$ cat src/rtl/pipe_pkg.sv
// Shared types and widths for the pipeline hazard controller.
package pipe_pkg;

    localparam int unsigned REG_W = 5;

    typedef enum logic [1:0] {
        RUN     = 2'd0,
        LDSTALL = 2'd1,
        FREEZE  = 2'd2
    } hz_state_t;

    typedef struct packed {
        logic pc_stall;
        logic if_id_stall;
        logic if_id_flush;
        logic id_ex_flush;
        logic pipe_freeze;
    } pipe_ctrl_t;

endpackage

$ cat src/rtl/sat_counter.sv
// Saturating up-counter; holds at all-ones instead of wrapping.
module sat_counter #(
    parameter int unsigned W = 16
) (
    input  logic         clk,
    input  logic         reset,
    input  logic         inc,
    output logic [W-1:0] count
);

    // Count up on inc until all-ones is reached.
    always_ff @(posedge clk or posedge reset) begin
        if (reset) begin
            count <= '0;
        end else if (inc && (count != {W{1'b1}})) begin
            count <= count + W'(1);
        end
    end

endmodule

$ cat src/rtl/pipe_hazard_ctrl.sv
// Stall/flush scheduler for the 5-stage pipeline with performance counters.
module pipe_hazard_ctrl
    import pipe_pkg::*;
#(
    parameter int unsigned CNT_W = 16,
    parameter int unsigned REG_W = pipe_pkg::REG_W
) (
    input  logic             clk,
    input  logic             reset,
    input  logic [REG_W-1:0] id_rs,
    input  logic [REG_W-1:0] id_rt,
    input  logic             id_use_rs,
    input  logic             id_use_rt,
    input  logic [REG_W-1:0] ex_rd,
    input  logic             ex_mem_read,
    input  logic             ex_redirect,
    input  logic             i_wait,
    input  logic             d_wait,
    output logic             pc_stall,
    output logic             if_id_stall,
    output logic             if_id_flush,
    output logic             id_ex_flush,
    output logic             pipe_freeze,
    output logic [CNT_W-1:0] stall_cnt,
    output logic [CNT_W-1:0] flush_cnt
);

    hz_state_t  state;
    hz_state_t  state_n;
    logic       pend_redir;
    logic       pend_redir_n;
    logic       flush_inc;
    logic       load_use;
    logic       redirect;
    pipe_ctrl_t ctrl;
    pipe_ctrl_t ctrl_out;

    // Hazard detection: load in EX feeding a source read in ID.
    always_comb begin
        load_use = ex_mem_read && (ex_rd != '0) &&
                   ((id_use_rs && (id_rs == ex_rd)) || (id_use_rt && (id_rt == ex_rd)));
        redirect = ex_redirect || pend_redir;
    end

    // State and pending-redirect registers.
    always_ff @(posedge clk or posedge reset) begin
        if (reset) begin
            state      <= RUN;
            pend_redir <= 1'b0;
        end else begin
            state      <= state_n;
            pend_redir <= pend_redir_n;
        end
    end

    // Next state and control outputs, resolved in priority order.
    always_comb begin
        ctrl         = '0;
        state_n      = state;
        pend_redir_n = pend_redir;
        flush_inc    = 1'b0;
        if (d_wait) begin
            // Memory stall freezes everything; a redirect seen now is remembered.
            ctrl.pc_stall    = 1'b1;
            ctrl.if_id_stall = 1'b1;
            ctrl.pipe_freeze = 1'b1;
            state_n          = FREEZE;
            if (ex_redirect) begin
                pend_redir_n = 1'b1;
            end
        end else if (redirect) begin
            // Squash IF/ID and ID/EX; any load-use stall is moot.
            ctrl.if_id_flush = 1'b1;
            ctrl.id_ex_flush = 1'b1;
            pend_redir_n     = 1'b0;
            flush_inc        = 1'b1;
            state_n          = RUN;
        end else if (state == LDSTALL) begin
            // Second cycle of a load-use: let the held instruction go.
            state_n = RUN;
        end else if (load_use) begin
            ctrl.pc_stall    = 1'b1;
            ctrl.if_id_stall = 1'b1;
            ctrl.id_ex_flush = 1'b1;
            state_n          = LDSTALL;
        end else if (i_wait) begin
            // Fetch not ready: hold PC and feed a NOP into decode.
            ctrl.pc_stall    = 1'b1;
            ctrl.if_id_flush = 1'b1;
            state_n          = RUN;
        end else begin
            state_n = RUN;
        end
    end

    // Outputs are forced low while reset is held.
    always_comb begin
        ctrl_out = reset ? pipe_ctrl_t'('0) : ctrl;
    end

    assign pc_stall    = ctrl_out.pc_stall;
    assign if_id_stall = ctrl_out.if_id_stall;
    assign if_id_flush = ctrl_out.if_id_flush;
    assign id_ex_flush = ctrl_out.id_ex_flush;
    assign pipe_freeze = ctrl_out.pipe_freeze;

    sat_counter #(.W(CNT_W)) u_stall_cnt (
        .clk   (clk),
        .reset (reset),
        .inc   (ctrl_out.pc_stall),
        .count (stall_cnt)
    );

    sat_counter #(.W(CNT_W)) u_flush_cnt (
        .clk   (clk),
        .reset (reset),
        .inc   (flush_inc),
        .count (flush_cnt)
    );

endmodule
$ cat config.mk
export PLATFORM = sky130hd
export DESIGN_NAME = pipe_hazard_ctrl
export DESIGN_NICKNAME = d
export VERILOG_FILES = /design/src/rtl/pipe_pkg.sv /design/src/rtl/sat_counter.sv /design/src/rtl/pipe_hazard_ctrl.sv
export SDC_FILE = /design/constraint.sdc
export NUM_CORES = 1
export LEC_CHECK = 0
export BUFFER_PORTS_ARGS = -buffer_cell sky130_fd_sc_hd__buf_2
export CORE_AREA = 2 2 91 49
export DETAILED_ROUTE_END_ITERATION = 12
export DIE_AREA = 0 0 93 51
export MAX_ROUTING_LAYER = met4
export PLACE_DENSITY = 0.78
export SETUP_SLACK_MARGIN = 0.5
export SYNTH_ARGS = -nofsm -noshare
export SYNTH_HDL_FRONTEND = slang
export SYNTH_HIERARCHICAL = 1
export SYNTH_SLANG_ARGS = --single-unit
$ cat constraint.sdc
create_clock -name clk -period 2.68 [get_ports clk]
set_input_delay 0.134 -clock clk [delete_from_list [all_inputs] [get_ports clk]]
set_output_delay 0.134 -clock clk [all_outputs]
set_load 0.01 [all_outputs]
# ---- Yosys cells after proc, flatten, opt, wreduce, memory -nomap -nowiden
# Cells that the tools add are included.
dict set report totals {
  register_bits 35
  input_bits 23
  output_inout_bits 37
}
dict set report op_classes {
  n_eq_ne 6
  addsub 2
  n_reduce_logical 11
  mux 20
}
# op n
set op_table {}
lappend op_table {{adder 16 x 1 -> 16 bit (second input constant)} 2}
lappend op_table {{inequality test 16 bit (second input constant)} 2}
lappend op_table {{two-way mux 1 bit} 13}
lappend op_table {{== test 5 bit} 2}
lappend op_table {{two-way mux 2 bit} 5}
lappend op_table {{logical AND 1 bit} 6}
lappend op_table {{two-way mux 5 bit} 1}
lappend op_table {{nonzero test 5 bit} 1}
lappend op_table {{two-way mux 4 bit} 1}
lappend op_table {{== test 2 x 1 -> 1 bit (second input constant)} 1}
lappend op_table {{logical OR 1 bit} 2}
lappend op_table {{inequality test 2 bit (second input constant)} 1}
lappend op_table {{AND reduction 2 bit} 1}
lappend op_table {{nonzero test 2 bit} 1}

# ---- Longest topological paths before layout
# Gate-level depths: netlist of run 1.
dict set report depth {
  ltp_word 10
  mapped_depth 8
  ltp_nobuf 8
}

# ---- By module
# Netlist of run 1, hierarchy kept.
# module seq_area_each_um2 instances cells_per_inst area_each_um2
set by_module_without_submodules {}
lappend by_module_without_submodules {sat_counter 400.4 2 71 805.8}
lappend by_module_without_submodules {pipe_hazard_ctrl 75.1 1 37 340.3}

# ---- Worst setup path after synthesis of run 1
# Ideal clock, no wire load.
dict set report synth_path {
  path_type {register to register}
  from {register pend_redir}
  to {register u_stall_cnt.count[14]}
  setup_slack_ns 0.395
  t_required_ns 2.555
  path_stages_with_launch 9
  t_arrival_ns 2.160
  path_buffers 0
  cell_sequence {dfrtp_1 -> or2_2 -> nor2_1 -> nand3b_1 -> o21ai_1 -> and4_1 -> nand3_1 -> nor2_1 -> mux2_2}
}
dict set report synth_between {
  elab_chain_len 5
}
# element line_no
set synth_rtl {}
lappend synth_rtl {{start, declared} pipe_hazard_ctrl.sv:30} ;# logic pend_redir;
lappend synth_rtl {{start signal, assigned} pipe_hazard_ctrl.sv:52} ;# pend_redir <= pend_redir_n;
lappend synth_rtl {{logical OR 1 bit} pipe_hazard_ctrl.sv:42} ;# redirect = ex_redirect || pend_redir;
lappend synth_rtl {{two-way mux 2 bit} pipe_hazard_ctrl.sv:71} ;# end else if (redirect) begin
lappend synth_rtl {{two-way mux 2 bit} pipe_hazard_ctrl.sv:62} ;# if (d_wait) begin
lappend synth_rtl {{two-way mux 5 bit} pipe_hazard_ctrl.sv:98} ;# ctrl_out = reset ? pipe_ctrl_t'('0) : ctrl;
lappend synth_rtl {{net pc_stall} pipe_hazard_ctrl.sv:19} ;# output logic pc_stall,
lappend synth_rtl {{logical AND 1 bit} sat_counter.sv:15} ;# end else if (inc && (count != {W{1'b1}})) begin
lappend synth_rtl {{end signal, assigned} sat_counter.sv:16} ;# count <= count + W'(1);
lappend synth_rtl {{end, declared} sat_counter.sv:8} ;# output logic [W-1:0] count
# The timed path passes the listed nets, and every way through them passes these cells.
# A chain may end at the register's enable or synchronous reset.

# ---- Final worst setup path of run 1
dict set report layout_path {
  from {register pend_redir}
  to {register u_stall_cnt.count[14]}
}
dict set report layout_between {
  elab_chain_len 5
}
# element line_no
set layout_rtl {}
lappend layout_rtl {{logical OR 1 bit} pipe_hazard_ctrl.sv:42}
lappend layout_rtl {{two-way mux 2 bit} pipe_hazard_ctrl.sv:71}
lappend layout_rtl {{two-way mux 2 bit} pipe_hazard_ctrl.sv:62}
lappend layout_rtl {{two-way mux 5 bit} pipe_hazard_ctrl.sv:98}
lappend layout_rtl {{logical AND 1 bit} sat_counter.sv:15}
# Every way passes these cells.

==> impl_metrics.tcl, run 1 <==
set metrics [dict create \
    multi_input_area_mm2 0.00109 \
    syn_inst 179 \
    slowest_delay_ps 370 \
    fp.dieH_um 51 \
    fin_setup_tns_ps 0 \
    drc 0 \
    crit_slowest_cell "dfrtp_1" \
    synth_top_family_by_area "simple AND/OR/NAND/NOR gates" \
    first_global_vias 1427 \
    final_layout_size_suffix_gt1_frac 0.375 \
    globalplace.congestion 0.855 \
    gr-total-overflow 0 \
    postSynthAreaPerCell_um2 10.9 \
    cts_sinks 35 \
    max_cap_viol_count 0 \
    nets 273 \
    crit_buf_inv 0 \
    clk_transition_reported_paths_ps 70 \
    viasPerCell 5.20 \
    arrival_ps 2280 \
    crit_path_start_kind "flop" \
    finalMaxSlewViolations 0 \
    rows 17 \
    hold_viol 0 \
    rsz0062_at_grt "no" \
    synth-main-ff-cell "dfrtp_1" \
    dieWidth_um 93 \
    area_delta_synth_final_pct 25.9 \
    worst_pin_slew_ps 624 \
    max_slew_margin 0.584 \
    n_fill_cell 348 \
    vias 1585 \
    track_usage 0.188 \
    crit_cells 8 \
    wl_per_cell_um 13.2 \
    cts_buffer_depth 2 \
    clock_latency_ps 290 \
    io_pins 60 \
    clock-skew-final_ps 7.67 \
    drt_pass1_iterations 4 \
    initial_core_util 0.478 \
    cts_tree "yes" \
    grt_first_pass_wirelength_um 6710 \
    yosysWarnings 6 \
    synth_compound_area_frac 0.0532 \
    port_buffers 59 \
    drt-initial-drc-count 54 \
    synth_xor_area_frac 0.144 \
    synth-simple-area-share 0.303 \
    core_mm2 0.00408 \
    place_hpwl_um 3110 \
    die-area_mm2 0.00474 \
    cp_cell_sequence "or2_2 -> nor2_4 -> nand3b_1 -> o21ai_4 -> and4_4 -> nand3_2 -> nor2_1 -> mux2_2" \
    fmax_ghz 0.476 \
    critPathCaptureType "flop" \
    yosysSeqAreaShare 0.449 \
    antenna_found_initial 0 \
    cp_max_fo 4 \
    cts_max_level 2 \
    ant_nets 0 \
    worstHoldPathCells 1 \
    ys_ff_latch 35 \
    syn_nets 204 \
    run_status "completed" \
    synth_edf_count 0 \
    synth_adder_area_share 0.0128 \
    crit_type "flop to flop" \
    utilization 0.602 \
    dp_slack_ps 385 \
    reg2reg_depth 8 \
    hp-class "input port to flop" \
    async_flop_share 1.00 \
    syn_area_mm2 0.00195 \
    leakage_nw 1.21 \
    numCtsBuffers 5 \
    ys_types 39 \
    crit_family "simple AND/OR/NAND/NOR gates" \
    num_antenna_cells 0 \
    min_period_over_period 0.784 \
    routed_wl_um 4030 \
    fin_crit_ps 2100 \
    setup_viol 0 \
    irDropWorstVdd_mv 0.405 \
    setup_ws_ps 578 \
    powerDensity_mw_per_mm2 638 \
    synthMuxAreaShare 0.0333 \
    clock-root-buffer "clkbuf_8" \
    grt_max_degree 17 \
    register_area_um2 876 \
    required_ps 2850 \
]
layout make-up:
cell class | count | share of cell area
Inverter | 3 | 0.00458
Clock buffer | 6 | 0.0336
Timing Repair Buffer | 62 | 0.130
Sequential cell | 35 | 0.356
Clock inverter | 1 | 0.00204
Multi-Input combinational cell | 141 | 0.444
Tap cell | 57 | 0.0290
state kept, by name, summed over array words and instances, names as in the netlist:
name,count
u_flush_cnt/count,16
u_stall_cnt/count,16
state,2
pend_redir,1
repair_timing:
item                                   CTS  global route
setup endpoints to repair                1             3
pin swaps                                1             1
setup buffers                            1             1
endpoints found under the hold margin   35             0
gates resized for setup                  3             2
hold buffers                             1             0
logic make-up (layout without fill, tap and decap cells):
logic type                 Yosys count  count (layout)
DFF                                 35              35
buffers and inverters                3              72
adders and majority gates            2               2
muxes                                6               6
AOI/OAI and AO/OA                   14              14
and+or+nand+nor                     87              87
xor gates and xnor gates            32              32
per-layer routing:
metal / share of wire / routed length [um] / GRT usage / vias up
met4: 0.0089 / 36 / 0.0515 / 0
met1: 0.56 / 2250 / 0.284 / 741
met3: 0.055 / 222 / 0.0501 / 4
li1: - / - / - / 799
met2: 0.38 / 1530 / 0.245 / 41
met5: 0 / 0 / - / -
synthesized netlist by cell type, drive strengths merged (2+ instances only):
| cell | instances | share of area |
|---|---|---|
| xnor2 | 24 | 0.11 |
| or4 | 2 | 0.0077 |
| and2 | 4 | 0.013 |
| nand3 | 14 | 0.036 |
| nor4 | 4 | 0.031 |
| ha | 2 | 0.013 |
| and3 | 10 | 0.033 |
| nand2b | 3 | 0.0096 |
| a21oi | 4 | 0.010 |
| xor2 | 8 | 0.036 |
| nor2 | 9 | 0.017 |
| mux2i | 2 | 0.010 |
| mux2 | 4 | 0.023 |
| nand4 | 14 | 0.067 |
| o21ai | 2 | 0.0070 |
| nand2 | 14 | 0.029 |
| inv | 3 | 0.0058 |
| o21a | 2 | 0.0077 |
| nor2b | 2 | 0.0064 |
| and4 | 8 | 0.037 |
| dfrtp | 35 | 0.45 |
stage by stage:
| step | std cells | hold WS [ps] | total power [mW] | cell area [um^2] |
|---|---|---|---|---|
| floorplan | 179 | -96.0 | 1.01 | 1960 |
| global placement | 295 | 85.5 | 1.18 | 2320 |
| detailed placement | 295 | 94.5 | 1.19 | 2320 |
| CTS | 304 | 41.1 | 1.58 | 2440 |
| global route | 305 | 45.0 | 1.67 | 2460 |
| finish | 305 | 51.3 | 1.57 | 2460 |
final timing paths:
kind,start,slack (ps),endpoint
max,pend_redir,580,u_stall_cnt/count[14]
min in group asynchronous,reset,340,pend_redir
min,d_wait,50,state[1]
min reg2reg,u_stall_cnt/count[10],520,u_stall_cnt/count[10]
max reg2reg,pend_redir,580,u_stall_cnt/count[14]
max in group asynchronous,reset,1740,u_stall_cnt/count[0]
power by group:
part / switching [mW] / total (mW) / internal [mW]
sequential: 0.141 / 0.764 / 0.623
combinational: 0.221 / 0.424 / 0.203
clock: 0.178 / 0.379 / 0.201
total: 0.540 / 1.57 / 1.03
cells in the final DEF, fill, tap and decap left out, types with 2 or more instances in the layout:
cell type,synthesis,layout
and2_1,3,3
nand2_2,2,2
buf_2,0,59
xor2_1,8,8
nor2_1,9,8
nand3_1,14,13
xnor2_1,24,24
nand4_2,2,2
nand4_4,2,2
ha_1,2,2
or4_1,2,2
buf_4,0,2
and4_2,2,2
mux2i_1,2,2
o21a_1,2,2
and4_1,6,5
nand4_1,10,10
nand2b_1,3,3
and3_2,2,2
mux2_2,4,4
nor4_4,2,2
nand2_1,12,12
and3_1,8,8
a21oi_1,4,4
clkbuf_8,0,6
nor2b_1,2,2
dfrtp_1,35,35
inv_1,3,3
worst reg2reg max path: cells and delay by family, from the launching register on:
family             cells  cell delay (ps)
muxes                  1              340
AOI/OAI and AO/OA      1              180
DFF                    1              370
and+or+nand+nor        6             1120
Note: power is estimated with default switching activity, not from simulation.
==> run 2, diff against run 1 <==
==> constraint.sdc (replaced) <==
create_clock -name clk -period 2.2 [get_ports clk]
set_input_delay 0.11 -clock clk [delete_from_list [all_inputs] [get_ports clk]]
set_output_delay 0.11 -clock clk [all_outputs]
set_load 0.01 [all_outputs]
==> run 2 against run 1 <==
- clock skew shrank 2.4 ps
- critical path type unchanged
- largest cell class unchanged
- sequential cell count stayed put
- sequential share of layout area is 2.4 points lower
- count of clock-buffer cells in the layout fell by 1
- largest power group unchanged
==> impl_metrics.tcl, run 2 (synthesis results as in run 1) <==
set metrics [dict create \
    run_status "completed" \
    crit_path_start_kind "flop" \
    numCtsBuffers 5 \
    reg_top3 "u_flush_cnt/count: 16 flops, u_stall_cnt/count: 16 flops, state: 2 flops" \
    finalNonFillerCells 316 \
    drt-initial-drc-count 63 \
    fmax_ghz 0.502 \
    worst_pin_slew_ps 601 \
    reg2reg_depth 8 \
    required_ps 2380 \
    leakage_nw 1.27 \
    critPathLaunch "pend_redir" \
    clk_transition_reported_paths_ps 70 \
    antenna_found_initial 0 \
    fin_area_mm2 0.00264 \
    slowest_delay_ps 400 \
    track_usage 0.210 \
    dp_slack_ps 45.1 \
    worstHoldPathCells 1 \
    final_common_cell "buf_2" \
    cts_buffer_depth 2 \
    fp.dieH_um 51 \
    crit_type "flop to flop" \
    rsz0062_at_grt "yes" \
    critPathCaptureType "flop" \
    initial_core_util 0.478 \
    area_delta_synth_final_pct 35.3 \
    cts_max_level 2 \
    r2r_start "pend_redir" \
    powerDensity_mw_per_mm2 754 \
    clock-skew-final_ps 5.25 \
    core_mm2 0.00408 \
    viasPerCell 5.29 \
    hold_viol 0 \
    hp-class "input port to flop" \
    clock_latency_ps 290 \
    drc 0 \
    clock-root-buffer "clkbuf_8" \
    r2r-end "u_stall_cnt/count[14]" \
    fin_crit_ps 1990 \
    ant_nets 0 \
    wl_per_cell_um 14.7 \
    dieWidth_um 93 \
    irDropWorstVdd_mv 0.636 \
    cp_max_fo 3 \
    crit_end "u_stall_cnt/count[14]" \
    cts_sinks 35 \
    grt_max_degree 17 \
    vias 1673 \
    setup_ws_ps 208 \
    fin_setup_tns_ps 0 \
    final_layout_size_suffix_gt1_frac 0.467 \
    n_fill_cell 336 \
    min_period_over_period 0.906 \
    arrival_ps 2170 \
    crit_slowest_cell "dfrtp_1" \
    place_hpwl_um 3370 \
    place_area_mm2 0.00237 \
    port_buffers 59 \
    nets 283 \
    multi_input_area_mm2 0.00118 \
    die-area_mm2 0.00474 \
    register_area_um2 877 \
    final_cell_mix "58 x buf_2, 34 x dfrtp_1, 23 x xnor2_1" \
    io_pins 60 \
    globalplace.congestion 0.849 \
    grt_first_pass_wirelength_um 7420 \
    cts_tree "yes" \
    drt_pass1_iterations 4 \
    routed_wl_um 4640 \
    rows 17 \
    crit_top_cell "nor2_4" \
    gr-total-overflow 0 \
    max_slew_margin 0.599 \
    num_antenna_cells 0 \
    finalMaxSlewViolations 0 \
    dp_cells 297 \
    cp_cell_sequence "or2_4 -> nor2_4 -> nand3b_1 -> o21ai_4 -> and4_4 -> nand3_4 -> nor2_4 -> mux2_4" \
    r2r_slack_ps 210 \
    first_global_vias 1551 \
    setup_viol 0 \
    max_cap_viol_count 0 \
    timing.hold.ws_ps 36.1 \
]
[run 2: cell type report]
class                      instances  share of cell area
clock buffer                       5              0.0261
clock inverter                     3             0.00568
inverter                           3             0.00426
multi-input combinational        141               0.447
sequential                        35               0.332
tap                               57              0.0270
timing repair buffer              72               0.158
[run 2: power breakdown]
part	switching [mW]	internal, mW	leakage [nW]	total, mW
Sequential	0.205	0.760	0.461	0.965
Combinational	0.300	0.276	0.765	0.576
Clock	0.233	0.216	0.0477	0.449
Total	0.738	1.25	1.27	1.99
[run 2: per-layer routing]
metal,track usage,wire [um]
met1,0.296,2410
met2,0.291,1960
met3,0.0575,256
met4,0.0784,24
met5,-,0
[run 2: worst min path at each step]
stage                       endpoint  startpoint  slack, ps
final                       state[1]      d_wait         40
after global placement    pend_redir       reset         60
after floorplan           pend_redir       reset       -120
after global routing        state[1]      d_wait         30
after detailed placement  pend_redir       reset         70
after CTS                   state[1]      d_wait         20
[run 2: through the flow]
step / utilization / power [mW]
detailed placement: 0.581 / 1.48
floorplan: - / 1.23
CTS: 0.620 / 1.96
finish: 0.647 / 1.99
global route: 0.647 / 2.11
global placement: 0.581 / 1.45
[run 2: timing repair]
action | CTS | global route
hold buffers | 1 | 0
pin swaps | 4 | 12
gates resized for setup | 6 | 18
setup buffers | 5 | 5
setup endpoints to repair | 15 | 21
hold endpoints to repair | 35 | 0
[run 2: worst max-delay path, delay by kind of cell, from the launching register on]
kind / cells / cell delay (ps)
AO/OA/AOI/OAI: 1 / 180
multiplexers: 1 / 290
AND/OR/NAND/NOR: 6 / 1000
flip-flops: 1 / 400
